File: config.mk
export PLATFORM = sky130hd
export DESIGN_NAME = cdb_arb2
export DESIGN_NICKNAME = d
export VERILOG_FILES = /design/src/rtl/cdb_arb2.sv
export SDC_FILE = /design/constraint.sdc
export NUM_CORES = 1
export LEC_CHECK = 0
export CAP_MARGIN = 20
export CORE_ASPECT_RATIO = 0.6
export CORE_MARGIN = 4
export CORE_UTILIZATION = 36
export CTS_CLUSTER_DIAMETER = 50
export DETAILED_ROUTE_END_ITERATION = 6
export PLACE_DENSITY = 0.78
export REMOVE_ABC_BUFFERS = 1
export SYNTH_ARGS = -nofsm -noshare
export SYNTH_HDL_FRONTEND = slang
export SYNTH_HIERARCHICAL = 1
export SYNTH_SLANG_ARGS = --single-unit
export TNS_END_PERCENT = 20
File: constraint.sdc
create_clock -name clk -period 1.8 [get_ports clk]
set_input_delay 0.36 -clock clk [delete_from_list [all_inputs] [get_ports clk]]
set_output_delay 0.36 -clock clk [all_outputs]
set_load 0.005 [all_outputs]
File: src/rtl/cdb_arb2.sv
// cdb_arb2: two-requester arbiter driving a one-entry common data bus register.
// Requester 0 is the ALU, requester 1 is the LSU. Data is steered through a
// mux2x64 instance addressed by mux_sel; the tag follows the same select.
// Build option: define CDB_ARB_RR_EN for round-robin arbitration; without it
// requester 0 always has priority on contention.

// mux2x64: bit-sliced 2:1 mux, bit i of input j lives at muxIns[i][j].
module mux2x64 (
    input  logic [63:0][1:0] muxIns,
    input  logic             addr,
    output logic [63:0]      muxOut
);

    // Pick bit addr out of every 2-bit slice.
    always_comb begin
        muxOut = '0;
        for (int unsigned i = 0; i < 64; i++) begin
            muxOut[i] = muxIns[i][addr];
        end
    end

endmodule

module cdb_arb2 (
    input  logic             clk,
    input  logic             reset,
    input  logic [1:0]       req_valid,
    input  logic [63:0][1:0] req_data,
    input  logic [5:0]       req_tag0,
    input  logic [5:0]       req_tag1,
    output logic [1:0]       req_ready,
    output logic             mux_sel,
    output logic             cdb_valid,
    output logic [63:0]      cdb_data,
    output logic [5:0]       cdb_tag,
    input  logic             cdb_ready
);

    logic        prio;
    logic        winner;
    logic        load_en;
    logic        transfer;
    logic [63:0] sel_data;
    logic [5:0]  sel_tag;

    assign load_en = !cdb_valid || cdb_ready;

    // Grant: a lone requester wins outright, otherwise the priority pointer decides.
    always_comb begin
        winner = prio;
        case (req_valid)
            2'b01:   winner = 1'b0;
            2'b10:   winner = 1'b1;
            default: winner = prio;
        endcase
    end

    assign mux_sel = winner;

    // Handshake back to the winner only when the bus register can take a result.
    always_comb begin
        req_ready = '0;
        if (!reset && load_en && req_valid[winner]) begin
            req_ready[winner] = 1'b1;
        end
    end

    assign transfer = |(req_valid & req_ready);

    mux2x64 u_mux (
        .muxIns (req_data),
        .addr   (mux_sel),
        .muxOut (sel_data)
    );

    assign sel_tag = mux_sel ? req_tag1 : req_tag0;

    // Bus register: load on transfer, drain when consumed, hold while stalled.
    always_ff @(posedge clk) begin
        if (reset) begin
            cdb_valid <= 1'b0;
            cdb_data  <= '0;
            cdb_tag   <= '0;
        end else if (transfer) begin
            cdb_valid <= 1'b1;
            cdb_data  <= sel_data;
            cdb_tag   <= sel_tag;
        end else if (cdb_ready) begin
            cdb_valid <= 1'b0;
        end
    end

`ifdef CDB_ARB_RR_EN
    // Round-robin pointer: after each transfer the loser gets priority.
    always_ff @(posedge clk) begin
        if (reset) begin
            prio <= 1'b0;
        end else if (transfer) begin
            prio <= ~winner;
        end
    end
`else
    // Fixed priority: requester 0 always wins contention.
    assign prio = 1'b0;
`endif

endmodule
* Word-level counts from Yosys, hierarchy flattened
Cells that the tools add are included.
** Word-level totals
- Input port bits :: 145
- Register bits :: 71
- Output and inout bits :: 74
** Cells by class
- Multiplexer cells :: 137
- Magnitude comparators :: 2
- Equality and inequality tests :: 1
- Bitwise gates (word level) :: 1
- Reductions and logical operators :: 8
** Operator list (count)
- two-way mux 1 bit :: 134
- two-way mux 6 bit :: 1
- logical AND 1 bit :: 3
- bitwise AND 2 bit :: 1
- equality test 2 bit, second input constant :: 1
- zero test 1 bit :: 2
- less-than comparator 1 x 2 -> 1 bit, second input constant :: 1
- two-way mux 2 bit :: 1
- nonzero test 2 bit :: 1
- OR reduction 2 bit :: 1
- demux 1 bit (select 1 bit) :: 1
- >= comparator 1 bit, second input constant :: 1
- logical OR 1 bit :: 1

* Depth between registers and ports, before layout
Gate-level depths: netlist of run 1.
- Depth in word-level cells :: 10
- Gate-level depth with buffers :: 6
- Gate-level depth less buffers :: 3

* By module
Netlist of run 1, hierarchy kept.
** Modules (own cells, without submodules)
- cdb_arb2 :: area each 3000.4 um^2, instances 1, cells an instance 250
- mux2x64 :: area each 1077.3 um^2, instances 1, cells an instance 71

* Least setup slack after synthesis of run 1
OpenSTA, ideal clock, no wires.
- Kind :: input-to-reg
- Start point :: input port req_valid[0]
- End point :: register cdb_data[42]
- Buffers on the path :: 3
- Data required time :: 1679 ps
- Path slack :: -47 ps
- Stages on the path :: 6
- Data arrival time :: 1726 ps
- Path through :: and2b_1 > clkbuf_1 > buf_6 > buf_12 > mux2_4 > mux2_2
** RTL lines
- start, declared :: RTL line 27 : input logic [1:0] req_valid,
- equality test 2 bit :: RTL line 51 : case (req_valid)
- two-way mux 1 bit :: RTL line 51
- named net mux_sel :: RTL line 32 : output logic mux_sel,
- two-way mux 1 bit (implied by the code) (2 in a row) :: RTL line 18 : muxOut[i] = muxIns[i][addr];
- named net sel_data[42] :: RTL line 43 : logic [63:0] sel_data;
- end signal, assigned :: RTL line 86 : cdb_data <= sel_data;
- end, declared :: RTL line 34 : output logic [63:0] cdb_data,
The timed path passes the listed nets, and every way through them passes these cells. The select of a mux whose other input is x is not followed.
A chain may end at the register's enable or synchronous reset.

* Final worst setup path of run 1
- Start point :: input port req_valid[0]
- End point :: output port req_ready[0]
** Between the ends
- Word-level cells in the longest chain between the ends :: 7
** Ends and longest elaborated chain
- equality test 2 bit :: RTL line 51
- two-way mux 1 bit :: RTL line 51
- less-than comparator 1 x 2 -> 1 bit (implied by the code) / >= comparator 1 bit (equally long branches) :: RTL line 64 : req_ready[winner] = 1'b1;
- logical AND 1 bit (implied by the code) :: RTL line 64
- two-way mux 1 bit (implied by the code) :: RTL line 64
- demux 1 bit (select 1 bit) :: RTL line 64
- two-way mux 2 bit (*) :: RTL line 63 : if (!reset && load_en && req_valid[winner]) begin
- end, declared :: RTL line 31 : output logic [1:0] req_ready,
Every way passes the cells marked *; elsewhere a longest branch is shown, timed or not. The select of a mux whose other input is x is not followed.

==> metrics.txt, run 1 <==
status finished, final reports clean; Worst VDD drop 397 uV; mux contribution to synthesized area 0.431; logic gate share of total power 0.273; largest net degree at the start of global routing 54; Sink Count 71; share of the synthesized area in the top cell type 0.349; Port Buf Inserts between 200 and 250; number of diodes 0; Hold Fails Final Rpt 0; most common cell in the netlist mux2_4; TritonRoute pass-1 iters 4; EDFF count, synth 0; MaxCap Viol Count 0; final instance area 6770 sq um; Die Wd roughly 150 um; Post-synth ARST share 0; Max FO, Critical Path 3; die height around 90 um; RePlAce Congestion ~0.88; CORE AREA 10,800 sq um; Max Clock Skew around 0.0059 ns; WL final 11.7 mm; Most common cell on crit path dlygate4sd2_1; #FFs+latches synth 71; Avg Vias per Cell between 4 and 5; HPWL after DPL 8.87 mm; grt total ovfl 0; WP buf/inv 3; io pins between 200 and 250; Area after DPL 6390 sq um; DRT iter0 DRCs between 60 and 70; power density over the cells 760 nW/um^2; commonest cells in the synthesized netlist mux2_4 (84), dfxtp_1 (71), nor2b_1 (57), mux2_2 (44), nand3_1 (12); number of setup violations in the final report 0; P_sw approximately 1.2 mW; Synth Area in XOR/XNOR 0; Mapped Area 4080 sq um; type of origin of the critical path input pin; Clk Latency, worst-skew pair between 0.3 and 0.4 ns; min cycle time layout 1.67 ns; antenna viol nets, final 0; Mapped Cells ~320; Place WS -0.362 ns; initial antenna violation count 0; CTS Hold Bufs 0; # DRC 0; Synth area leaders dfxtp_1 (35%), mux2_4 (31%), mux2_2 (12%), nor2b_1 (8.7%), buf_12 (3.4%); synthesized area per cell 12.7 sq um; largest family of logic cells by synthesized area multiplexers; post-synthesis sequential area ratio 0.349; cell taking the most area after synthesis dfxtp_1; worst path cell trace dlygate4sd2_1 > buf_4 > nor2b_2 > and2_1 > dlygate4sd2_1; period utilization 0.927; Sw Share 0.225; Synth Area in Simple Gates 0.132; RSZ-0062 raised after global routing no; power share of the clock group 0.374; Setup WS post-layout 0.132 ns; library cells used by synthesis 23; Worst Setup End Kind output pin; CTS tree built; Slew HR 0.839; worst setup path class input pin to output pin; clock buffer depth 2; H-tree Lvls 3; clock root buffer clkbuf_16; cell internal pwr 3.99 mW; WP data arrival 1.31 ns; worst hold margin between 0.4 and 0.5 ns; Initial Util 0.377; DIE AREA 13,100 sq um; Core Rows 29; layout cells sized above 1 0.312; ys flop type dfxtp_1; first-pass GRT wire length ~18 mm; drt wl/cell 16.9 um; leakage 2.82 nW; Nets around 690; synth warn 6; CP max stage cell dlygate4sd2_1; CTS clk-pin slew, worst paths approximately 0.06 ns; Top Family by Delay on Critical Path buffers and inverters; vias in the first global route 3,464; achievable frequency 600 MHz; max-slew violations 0; worst-margin pin slew 0.241 ns; GRT Overall Usage 0.172; CTS Buf Count 9; HP Class input pin to flip-flop; Layout area overhead 66.0%; post-synthesis adder-cell area fraction 0; Synth Area in Compound Gates 0.0224; vias 3,240; Finished Core Util 0.626; crit-path max cell delay 0.26 ns; Worst EP required between 1 and 1.5 ns; Seq pwr share 0.354
cell type report:
cell class,count,area [sq um]
Tap cell,139,174
Clock inverter,5,81.3
Fill cell,843,4050
Multi-Input combinational cell,227,2400
Timing Repair Buffer,240,2440
Sequential cell,71,1420
Clock buffer,11,243
placed cells by master, fill, tap and decap left out, types with 5 or more instances in the layout:
cell             Yosys  routed
a31oi_1              6       6
and2b_1              8       7
buf_12               7       5
buf_4                1      15
clkbuf_16            0      10
clkdlybuf4s50_1      0     211
dfxtp_1             71      71
mux2_2              44      43
mux2_4              84      85
nand3_1             12      12
nor2b_1             57      57
o21ai_0              6       6
worst paths after layout:
| check | slack [ns] | from | end | cells past startpoint |
|---|---|---|---|---|
| min | 0.42 | cdb_ready | cdb_valid$_SDFFE_PP0P_ | 3 |
| max | 0.13 | req_valid[0] | req_ready[0] | 5 |
| min reg2reg | 0.50 | cdb_tag[4]$_SDFFE_PP0P_ | cdb_tag[4]$_SDFFE_PP0P_ | 2 |
| max reg2reg | 0.37 | cdb_valid$_SDFFE_PP0P_ | cdb_data[25]$_SDFFE_PP0P_ | 4 |
per-stage QoR:
stage               std cells  total power, mW    TNS, ns
finish                    693             5.14          0
detailed placement        675             3.25     -18.53
floorplan                 298             2.42    -115.90
global route              693             5.37          0
CTS                       692             5.21  -0.000992
global placement          675             3.22     -18.31
tightest hold or removal path: cells and delay by family:
family          cells  cell delay (ns)
buf+inv             1             0.13
simple gates        1             0.16
compound gates      1             0.06
state kept, by name, indices dropped and copies added (netlist names):
name / cells
cdb_valid: 1
cdb_tag: 6
cdb_data: 64
timing repair:
action	4_1_cts	5_1_grt
pin swaps	1	0
setup buffers	1	0
gates cloned	0	1
setup endpoints to repair	3	28
gates resized for setup	10	2
power by group through the flow:
stage	Combinational [mW]	Clock (mW)	Sequential, mW
2_1_floorplan	0.568	0	1.86
3_3_place_gp	1.38	0	1.84
3_5_place_dp	1.40	0	1.85
4_1_cts	1.41	1.98	1.82
5_1_grt	1.49	2.05	1.84
6_report	1.40	1.92	1.82
per-layer routing:
metal  GRT usage  share of wire  routed length (um)  up-vias
met5           0              0                   0        -
met3      0.0948           0.11                1260       11
met1       0.197           0.43                5000     1510
met4      0.0340         0.0089                 104        0
met2       0.284           0.46                5380      148
li1            -              -                   -     1571
kinds of logic after synthesis:
logic type | Yosys count
buffers and inverters | 23
multiplexers | 128
AO/OA/AOI/OAI | 14
AND/OR/NAND/NOR | 85
flip-flops | 71
(Power assumes the default switching activity.)
==> run 2, diff against run 1 <==
- CTS_CLUSTER_DIAMETER: 50 -> default
==> results of run 2 <==
No change in the layout: final DEF, timing and power equal those of run 1.
==> run 3, diff against run 2 <==
--- a/config.mk
+++ b/config.mk
@@ -13,4 +13,5 @@
 export PLACE_DENSITY = 0.78
 export REMOVE_ABC_BUFFERS = 1
+export SKIP_LAST_GASP = 1
 export SYNTH_ARGS = -nofsm -noshare
 export SYNTH_HDL_FRONTEND = slang
==> constraint.sdc (replaced) <==
create_clock -name clk -period 1.8 [get_ports clk]
set_input_delay 0.36 -clock clk [delete_from_list [all_inputs] [get_ports clk]]
set_output_delay 0.36 -clock clk [all_outputs]
set_load 0.02 [all_outputs]
==> run 3 against run 2 <==
Net effect:
- combinational power is 14% higher
- fmax is 4.1% lower
- largest cell class unchanged
- via count shrank 0.65%
- critical endpoint is now cdb_data[38]$_SDFFE_PP0P_
==> metrics.txt, run 3 (same netlist as run 1, synthesis figures left out) <==
MaxCap Viol Count 0; DIE AREA 13,100 sq um; CTS clk-pin slew, worst paths 0.06 ns; FF-to-FF Start cdb_valid$_SDFFE_PP0P_; Reg with most FFs cdb_data; worst hold margin ~0.36 ns; achievable frequency 575 MHz; vias in the first global route 3,473; RSZ-0062 raised after global routing no; Area after DPL around 6400 sq um; first-pass GRT wire length 17.9 mm; wl on met1 4.99 mm; HPWL after DPL 8.86 mm; Initial Util 0.377; Avg Vias per Cell ~4.7; vias between 3,000 and 4,000; io pins 219; Slew HR 0.677; hold path depth 2; WL final between 10 and 15 mm; WP data arrival 1.95 ns; worst-margin pin slew 0.485 ns; min cycle time layout 1.74 ns; initial antenna violation count 0; final instance area slightly below 7000 sq um; CTS Buf Count 9; number of diodes 0; antenna viol nets, final 0; Placed Cells approximately 680; Max FO, Critical Path 10; max reg flops 64; RePlAce Congestion 0.911; layout cells sized above 1 0.313; Worst Setup End Kind flip-flop; top flop regs cdb_data: 64 flops, cdb_tag: 6 flops, cdb_valid: 1 flops; die height approximately 90 um; CTS tree built; GRT Overall Usage 0.165; period utilization 0.966; Worst VDD drop 409 uV; met3 wire len 1.29 mm; Crit. Startpoint req_valid[1]; clock buffer depth 2; max-slew violations 0; Port Buf Inserts 218; clock root buffer clkbuf_16; Hold Fails Final Rpt 0; Layout area overhead 65.4%; commonest non-fill, non-tap cell in the layout clkdlybuf4s50_1; HP Class input pin to flip-flop; number of setup violations in the final report 0; grt total ovfl 0; DR WL met2 ~5.2 mm; DRT iter0 DRCs 81; Max Clock Skew between 0.008 and 0.009 ns; Highest Signal Layer met4; CORE AREA around 11,000 sq um; Worst EP required 2.01 ns; Clk Latency, worst-skew pair between 0.3 and 0.4 ns; # DRC 0; status finished, final reports clean; type of origin of the critical path input pin; drt wl/cell roughly 17 um; most frequent cells in the layout clkdlybuf4s50_1 (213), mux2_4 (84), dfxtp_1 (71), nor2b_1 (57), mux2_2 (44); postcts setup bufs 0; worst setup path class input pin to flip-flop; Nets ~700; H-tree Lvls 3; Worst Hold Launch reset; leakage approximately 2.8 nW; power density over the cells 757 nW/um^2; final non-filler cell total between 600 and 700; TritonRoute pass-1 iters 4; FF-to-FF path depth 4; CTS Hold Bufs 0; Core Rows 29; Die Wd roughly 150 um; Sink Count 71; largest net degree at the start of global routing 48
-- run 3: metal layers --
layer  up-vias  track usage
met5         -            0
met4         0       0.0348
met3        10       0.0848
met2       157        0.274
met1      1484        0.192
li1       1568            -
-- run 3: worst paths after layout --
path,end,slack [ns]
worst max-delay path,cdb_data[38]$_SDFFE_PP0P_,0.06
worst min-delay path,cdb_valid$_SDFFE_PP0P_,0.36
worst max register to register,cdb_data[12]$_SDFFE_PP0P_,0.41
worst min register to register,cdb_tag[1]$_SDFFE_PP0P_,0.50
-- run 3: final cells by class --
type	instances	area, sq um
clock buffer	14	284
tap	139	174
multi-input combinational	227	2390
sequential	71	1420
fill	847	4070
timing repair buffer	241	2470
-- run 3: critical path, cell delays in order --
cell	delay, ns
clkdlybuf4s50_1	0.48
and2b_4	0.19
buf_6	0.15
clkbuf_16	0.19
mux2_4	0.31
mux2_4	0.25
-- run 3: power breakdown --
part	internal, mW	switching [mW]
sequential	1.74	0.0780
clock	1.07	0.618
combinational	1.01	0.589
-- run 3: per-stage QoR --
step	total power, mW	utilization	setup WS, ns	TNS (ns)
after floorplan	2.61	-	-1.85	-122.79
after global placement	3.40	0.590	-0.421	-21.10
after detailed placement	3.43	0.590	-0.445	-23.14
after CTS	5.15	0.615	-0.0456	-0.909
after global routing	5.32	0.624	0.0184	0
final	5.10	0.624	0.0613	0
-- run 3: timing repair --
action,in CTS,in global routing
cloned,0,3
resized for setup,13,5
setup endpoints to repair,57,60
pin swaps,0,0
